File: config.mk
export PLATFORM = sky130hd
export DESIGN_NAME = sync_fifo_mem
export DESIGN_NICKNAME = d
export VERILOG_FILES = /design/src/rtl/fifo_pkg.sv /design/src/rtl/fifo_ram.sv /design/src/rtl/sync_fifo_mem.sv
export SDC_FILE = /design/constraint.sdc
export NUM_CORES = 1
export LEC_CHECK = 0
export ABC_AREA = 0
export CAP_MARGIN = 30
export CELL_PAD_IN_SITES_DETAIL_PLACEMENT = 0
export CELL_PAD_IN_SITES_GLOBAL_PLACEMENT = 1
export CORE_UTILIZATION = 52
export DETAILED_ROUTE_END_ITERATION = 8
export HOLD_SLACK_MARGIN = 0.06
export PLACE_DENSITY = 0.82
export SETUP_SLACK_MARGIN = 0.05
export SLEW_MARGIN = 40
export SYNTH_ARGS = -nofsm -noshare
export SYNTH_HDL_FRONTEND = slang
export SYNTH_SLANG_ARGS = --single-unit
File: constraint.sdc
create_clock -name clk_in -period 4.5 [get_ports clk_in]
set_input_delay 0.9 -clock clk_in [delete_from_list [all_inputs] [get_ports clk_in]]
set_output_delay 0.9 -clock clk_in [all_outputs]
set_load 0.05 [all_outputs]
File: src/rtl/fifo_pkg.sv
// Shared FIFO package: pointer width helper, default almost-full/almost-empty
// offsets and the parameter sanity check reused by FIFO blocks.
package fifo_pkg;

    // Almost-full sits this many entries below the depth by default.
    localparam int unsigned FIFO_AF_OFFSET  = 32'd2;
    // Default almost-empty threshold (count <= this level).
    localparam int unsigned FIFO_AE_DEFAULT = 32'd2;
    // Smallest legal address width.
    localparam int unsigned FIFO_MIN_DEEP   = 32'd1;

    // Pointer width: address bits plus one wrap bit.
    function automatic int unsigned ptr_width(input int unsigned deep);
        return deep + 32'd1;
    endfunction

    // Threshold ordering that every FIFO relies on: AE < AF <= depth.
    function automatic bit levels_ok(input int unsigned ae,
                                     input int unsigned af,
                                     input int unsigned m);
        return (ae < af) && (af <= m);
    endfunction

endpackage

File: src/rtl/fifo_ram.sv
// Simple dual-port RAM: synchronous write, registered read with read enable.
// The array itself is never reset; only the read-data register is.
module fifo_ram #(
    parameter int unsigned W  = 8,
    parameter int unsigned AW = 3
) (
    input  logic          clk_in,
    input  logic          arst_n,
    input  logic          we_i,
    input  logic [AW-1:0] waddr_i,
    input  logic [W-1:0]  wdata_i,
    input  logic          re_i,
    input  logic [AW-1:0] raddr_i,
    output logic [W-1:0]  rdata_o
);

    logic [W-1:0] mem_q [0:(1<<AW)-1];
    logic [W-1:0] rdata_q;

    // Storage array write port; no reset so it maps onto plain RAM.
    always_ff @(posedge clk_in) begin
        if (we_i) begin
            mem_q[waddr_i] <= wdata_i;
        end
    end

    // Read-data register: loads only on an accepted read, otherwise holds.
    always_ff @(posedge clk_in or negedge arst_n) begin
        if (!arst_n) begin
            rdata_q <= {W{1'b0}};
        end else if (re_i) begin
            rdata_q <= mem_q[raddr_i];
        end else begin
            rdata_q <= rdata_q;
        end
    end

    assign rdata_o = rdata_q;

endmodule

File: src/rtl/sync_fifo_mem.sv
// Single-clock FIFO with pointer/count/flag tracking around fifo_ram.
// Optional feature macro: FIFO_ERR_FLAGS_EN enables sticky overflow/underflow
// flags cleared by err_clr; without it both flags are tied low.
module sync_fifo_mem
    import fifo_pkg::*;
#(
    parameter int unsigned N      = 8,
    parameter int unsigned DEEP   = 3,
    parameter int unsigned AF_LVL = (1 << DEEP) - FIFO_AF_OFFSET,
    parameter int unsigned AE_LVL = FIFO_AE_DEFAULT
) (
    input  logic          clk_in,
    input  logic          arst_n,
    input  logic          w_en,
    input  logic [N-1:0]  data_in,
    input  logic          r_en,
    output logic [N-1:0]  data_o,
    output logic          r_valid,
    output logic          full,
    output logic          empty,
    output logic          almost_full,
    output logic          almost_empty,
    output logic [DEEP:0] count,
    input  logic          err_clr,
    output logic          overflow,
    output logic          underflow
);

    localparam int unsigned M  = 32'd1 << DEEP;
    localparam int unsigned PW = ptr_width(DEEP);
    localparam logic [PW-1:0] ONE_P  = PW'(32'd1);
    localparam logic [PW-1:0] AF_CNT = PW'(AF_LVL);
    localparam logic [PW-1:0] AE_CNT = PW'(AE_LVL);

    if (!levels_ok(AE_LVL, AF_LVL, M) || (DEEP < FIFO_MIN_DEEP)) begin : g_param_err
        $error("sync_fifo_mem: need AE_LVL < AF_LVL <= depth and DEEP >= 1");
    end

    logic [PW-1:0] wr_ptr_q, wr_ptr_d;
    logic [PW-1:0] rd_ptr_q, rd_ptr_d;
    logic [PW-1:0] count_q, count_d;
    logic          r_valid_q;
    logic          full_s, empty_s, wr_acc_s, rd_acc_s;

    // Full/empty from the pointers: equal means empty, wrap bits differing means full.
    assign empty_s  = (wr_ptr_q == rd_ptr_q);
    assign full_s   = (wr_ptr_q[DEEP] != rd_ptr_q[DEEP]) &&
                      (wr_ptr_q[DEEP-1:0] == rd_ptr_q[DEEP-1:0]);
    assign wr_acc_s = w_en && !full_s;
    assign rd_acc_s = r_en && !empty_s;

    // Next-state for pointers and occupancy; rejected requests leave state alone.
    always_comb begin
        wr_ptr_d = wr_ptr_q;
        rd_ptr_d = rd_ptr_q;
        count_d  = count_q;
        if (wr_acc_s) begin
            wr_ptr_d = wr_ptr_q + ONE_P;
        end else begin
            wr_ptr_d = wr_ptr_q;
        end
        if (rd_acc_s) begin
            rd_ptr_d = rd_ptr_q + ONE_P;
        end else begin
            rd_ptr_d = rd_ptr_q;
        end
        case ({wr_acc_s, rd_acc_s})
            2'b10:   count_d = count_q + ONE_P;
            2'b01:   count_d = count_q - ONE_P;
            default: count_d = count_q;
        endcase
    end

    // Pointer, count and read-valid state.
    always_ff @(posedge clk_in or negedge arst_n) begin
        if (!arst_n) begin
            wr_ptr_q  <= {PW{1'b0}};
            rd_ptr_q  <= {PW{1'b0}};
            count_q   <= {PW{1'b0}};
            r_valid_q <= 1'b0;
        end else begin
            wr_ptr_q  <= wr_ptr_d;
            rd_ptr_q  <= rd_ptr_d;
            count_q   <= count_d;
            r_valid_q <= rd_acc_s;
        end
    end

    fifo_ram #(
        .W  (N),
        .AW (DEEP)
    ) u_ram (
        .clk_in  (clk_in),
        .arst_n  (arst_n),
        .we_i    (wr_acc_s),
        .waddr_i (wr_ptr_q[DEEP-1:0]),
        .wdata_i (data_in),
        .re_i    (rd_acc_s),
        .raddr_i (rd_ptr_q[DEEP-1:0]),
        .rdata_o (data_o)
    );

    assign r_valid      = r_valid_q;
    assign full         = full_s;
    assign empty        = empty_s;
    assign count        = count_q;
    assign almost_full  = (count_q >= AF_CNT);
    assign almost_empty = (count_q <= AE_CNT);

`ifdef FIFO_ERR_FLAGS_EN
    logic overflow_q, overflow_d;
    logic underflow_q, underflow_d;

    // Sticky error next-state: a new error beats a coincident clear.
    always_comb begin
        overflow_d  = overflow_q;
        underflow_d = underflow_q;
        if (w_en && full_s) begin
            overflow_d = 1'b1;
        end else if (err_clr) begin
            overflow_d = 1'b0;
        end else begin
            overflow_d = overflow_q;
        end
        if (r_en && empty_s) begin
            underflow_d = 1'b1;
        end else if (err_clr) begin
            underflow_d = 1'b0;
        end else begin
            underflow_d = underflow_q;
        end
    end

    // Sticky error flag registers.
    always_ff @(posedge clk_in or negedge arst_n) begin
        if (!arst_n) begin
            overflow_q  <= 1'b0;
            underflow_q <= 1'b0;
        end else begin
            overflow_q  <= overflow_d;
            underflow_q <= underflow_d;
        end
    end

    assign overflow  = overflow_q;
    assign underflow = underflow_q;
`else
    logic unused_err_clr_s;
    assign unused_err_clr_s = err_clr;
    assign overflow         = 1'b0;
    assign underflow        = 1'b0;
`endif

endmodule
==> impl_metrics.env <==
export IMPL_status="finished, violations left"
export IMPL_violations="DRC"
export IMPL_path_class="reg2out"
export IMPL_dp_hpwl_um=3500
export IMPL_fin_setup_tns_ns=0
export IMPL_place_area_um2=3910
export IMPL_cts_buffers=9
export IMPL_vias_per_cell=5.60
export IMPL_crit_fanout=8
export IMPL_clk_latency_ns=0.35
export IMPL_p_int_uw=1820
export IMPL_area_growth_pct=16.4
export IMPL_p_sw_uw=1180
export IMPL_clk_pin_slew_ns=0.08
export IMPL_ys_seq_elements=85
export IMPL_nFillCells=468
export IMPL_synth_avg_cell_area_um2=17.5
export IMPL_start_util_pct=54.6
export IMPL_multi_input_area_um2=1030
export IMPL_timing_rr_start="wr_ptr_q[1]"
export IMPL_required_ns=3.60
export IMPL_power_density_nw_per_um2=729
export IMPL_chipHeight_um=84.4
export IMPL_grt_usage_pct=17.8
export IMPL_route_detailed_drc=4
export IMPL_die_area_um2=7120
export IMPL_clockBufferDepth=2
export IMPL_arrival_ns=2.44
export IMPL_finalHoldViolations=0
export IMPL_dr_pass1_iters=7
export IMPL_final_common_cell="edfxtp_1"
export IMPL_rsz0062_at_grt="no"
export IMPL_fin_crit_sh_pct=74.1
export IMPL_grt_max_degree=22
export IMPL_ys_seq_area_share_pct=69.4
export IMPL_diodes=0
export IMPL_drtIter0Drc=90
export IMPL_postLayoutCellArea_um2=4100
export IMPL_dpl_worst_slack_ns=1.03
export IMPL_syn_inst=202
export IMPL_hold_start="u_ram.rdata_o[1]"
export IMPL_pwr_share_seq_pct=38.7
export IMPL_drive_gt1_share_pct=19.6
export IMPL_ir_worst_vdd_mv=0.298
export IMPL_switching_share_pct=39.3
export IMPL_netlist_area_um2=3530
export IMPL_root_buffer="clkbuf_8"
export IMPL_antenna_found_initial=0
export IMPL_postRouteAntennaNets=0
export IMPL_hold_depth=2
export IMPL_post_cts_resized=0
export IMPL_fin_crit_ns=3.34
export IMPL_slew_viol_final=0
export IMPL_clkSinkCount=85
export IMPL_p_leak_uw=0.00148
export IMPL_startpoint_type="flop"
export IMPL_place_congestion=0.744
export IMPL_io_buffer_count=28
export IMPL_fin_worst_hold_slack_ns=0.482
export IMPL_r2r_cells=10
export IMPL_regArea_um2=2450
export IMPL_worst_pin_slew_ns=0.844
export IMPL_setup_slack_ns=1.16
export IMPL_cts_setup_buffers=0
export IMPL_wl_per_cell_um=17.9
export IMPL_rows=29
export IMPL_overflow=0
export IMPL_final_cell_mix="edfxtp_1, clkdlybuf4s50_1, dfrtp_1"
export IMPL_pin_count=32
export IMPL_htreeDepth=3
export IMPL_grt_pass1_vias=1716
export IMPL_finalNetCount=254
export IMPL_yosysWarnings=0
export IMPL_vias=1774
export IMPL_wl_um=5680
export IMPL_finalClockSkew_ns=0.00774
export IMPL_max_clock_freq_mhz=300
export IMPL_synth_distinct_cells=37
export IMPL_ctsHoldBuffers=0
export IMPL_core_um2=6460
export IMPL_cts_tree="built"
export IMPL_setup_viol=0
export IMPL_power_frac_clock_pct=18.2
export IMPL_crit_start="wr_ptr_q[1]"
export IMPL_die_w_um=84.4
export IMPL_grt_pass1_wl_um=8950
export IMPL_comb_power_share_pct=43.2
export IMPL_min_path_type="reg2reg"
export IMPL_worstSetupEndpointType="output pin"
export IMPL_max_slew_margin_pct=43.5
export IMPL_cap_violations=0
[final timing paths]
check | end | slack (ns)
max in group asynchronous | wr_ptr_q[3] | 3.67
max | full | 1.16
min in group asynchronous | u_ram.rdata_o[7] | 0.50
min | u_ram.rdata_o[1] | 0.48
max reg2reg | count[3] | 1.34
min reg2reg | u_ram.rdata_o[1] | 0.48
[cells by family after synthesis]
family                   after synthesis  share of synthesized area (%)
adder cells (fa/ha/maj)                6                           2.34
XOR/XNOR                              12                           3.19
buffers and inverters                 18                           2.70
other                                  1                          0.106
multiplexers                          27                           13.5
AND/OR/NAND/NOR                       35                           4.75
AO/OA/AOI/OAI                         18                           4.01
flip-flops                            85                           69.4
[routing by layer]
metal,vias to the layer above,share of wire (%),track usage [%]
li1,832,-,-
met1,898,46,23.4
met2,35,49,28.2
met3,9,3.2,4.23
met4,0,1.8,9.24
met5,-,0,0
[cell type report]
type | instances | share of cell area [%]
Clock buffer | 10 | 3.11
Clock inverter | 6 | 1.74
Inverter | 7 | 0.640
Multi-Input combinational cell | 100 | 25.1
Sequential cell | 85 | 59.6
Tap cell | 77 | 2.35
Timing Repair Buffer | 32 | 7.44
[cells in the mapped netlist (all sizes together)]
library cell	instances	area share, %
nand2b	3	0.53
a31oi	1	0.18
nor4b	1	0.25
nor3	5	0.85
inv	7	0.75
a211oi	1	0.21
a2111oi	1	0.25
ha	5	1.8
mux2	2	0.74
edfxtp	64	54
a21o	2	0.43
nor2	9	0.96
nor4	1	0.18
buf	9	1.7
a311o	1	0.28
mux2i	9	2.6
xnor2	3	0.75
nand3	1	0.14
conb	1	0.11
o21ai	9	1.3
or2	2	0.35
clkbuf	2	0.21
o41ai	2	1.2
nand3b	1	0.21
xor2	9	2.4
a21oi	1	0.14
dfrtp	21	15
fa	1	0.57
nand2	12	1.3
mux4	16	10
[worst max-delay path: stages (launching register included)]
cell             delay (ns)
dfrtp_1                0.55
xor2_1                 0.23
or2_2                  0.35
nor3_1                 0.13
clkdlybuf4s50_1        0.83
[power groups by stage]
stage | clock, µW | sequential, µW | combinational, µW
2_1_floorplan | 0 | 1330 | 783
3_3_place_gp | 0 | 1160 | 1270
3_5_place_dp | 0 | 1170 | 1300
4_1_cts | 556 | 1160 | 1310
5_1_grt | 580 | 1180 | 1400
6_report | 543 | 1160 | 1290
[per-stage QoR]
step | utilization (%) | std cells | power, µW
2_1_floorplan | - | 203 | 2120
3_3_place_gp | 60.2 | 301 | 2440
3_5_place_dp | 60.5 | 301 | 2480
4_1_cts | 63.5 | 317 | 3020
5_1_grt | 63.5 | 317 | 3150
6_report | 63.5 | 317 | 2990
[state kept, by name (all words and copies together), names as in the netlist]
signal         flops
u_ram.mem_q       64
u_ram.rdata_o      8
r_valid            1
rd_ptr_q           4
count              4
wr_ptr_q           4
(Power assumes the default switching activity.)
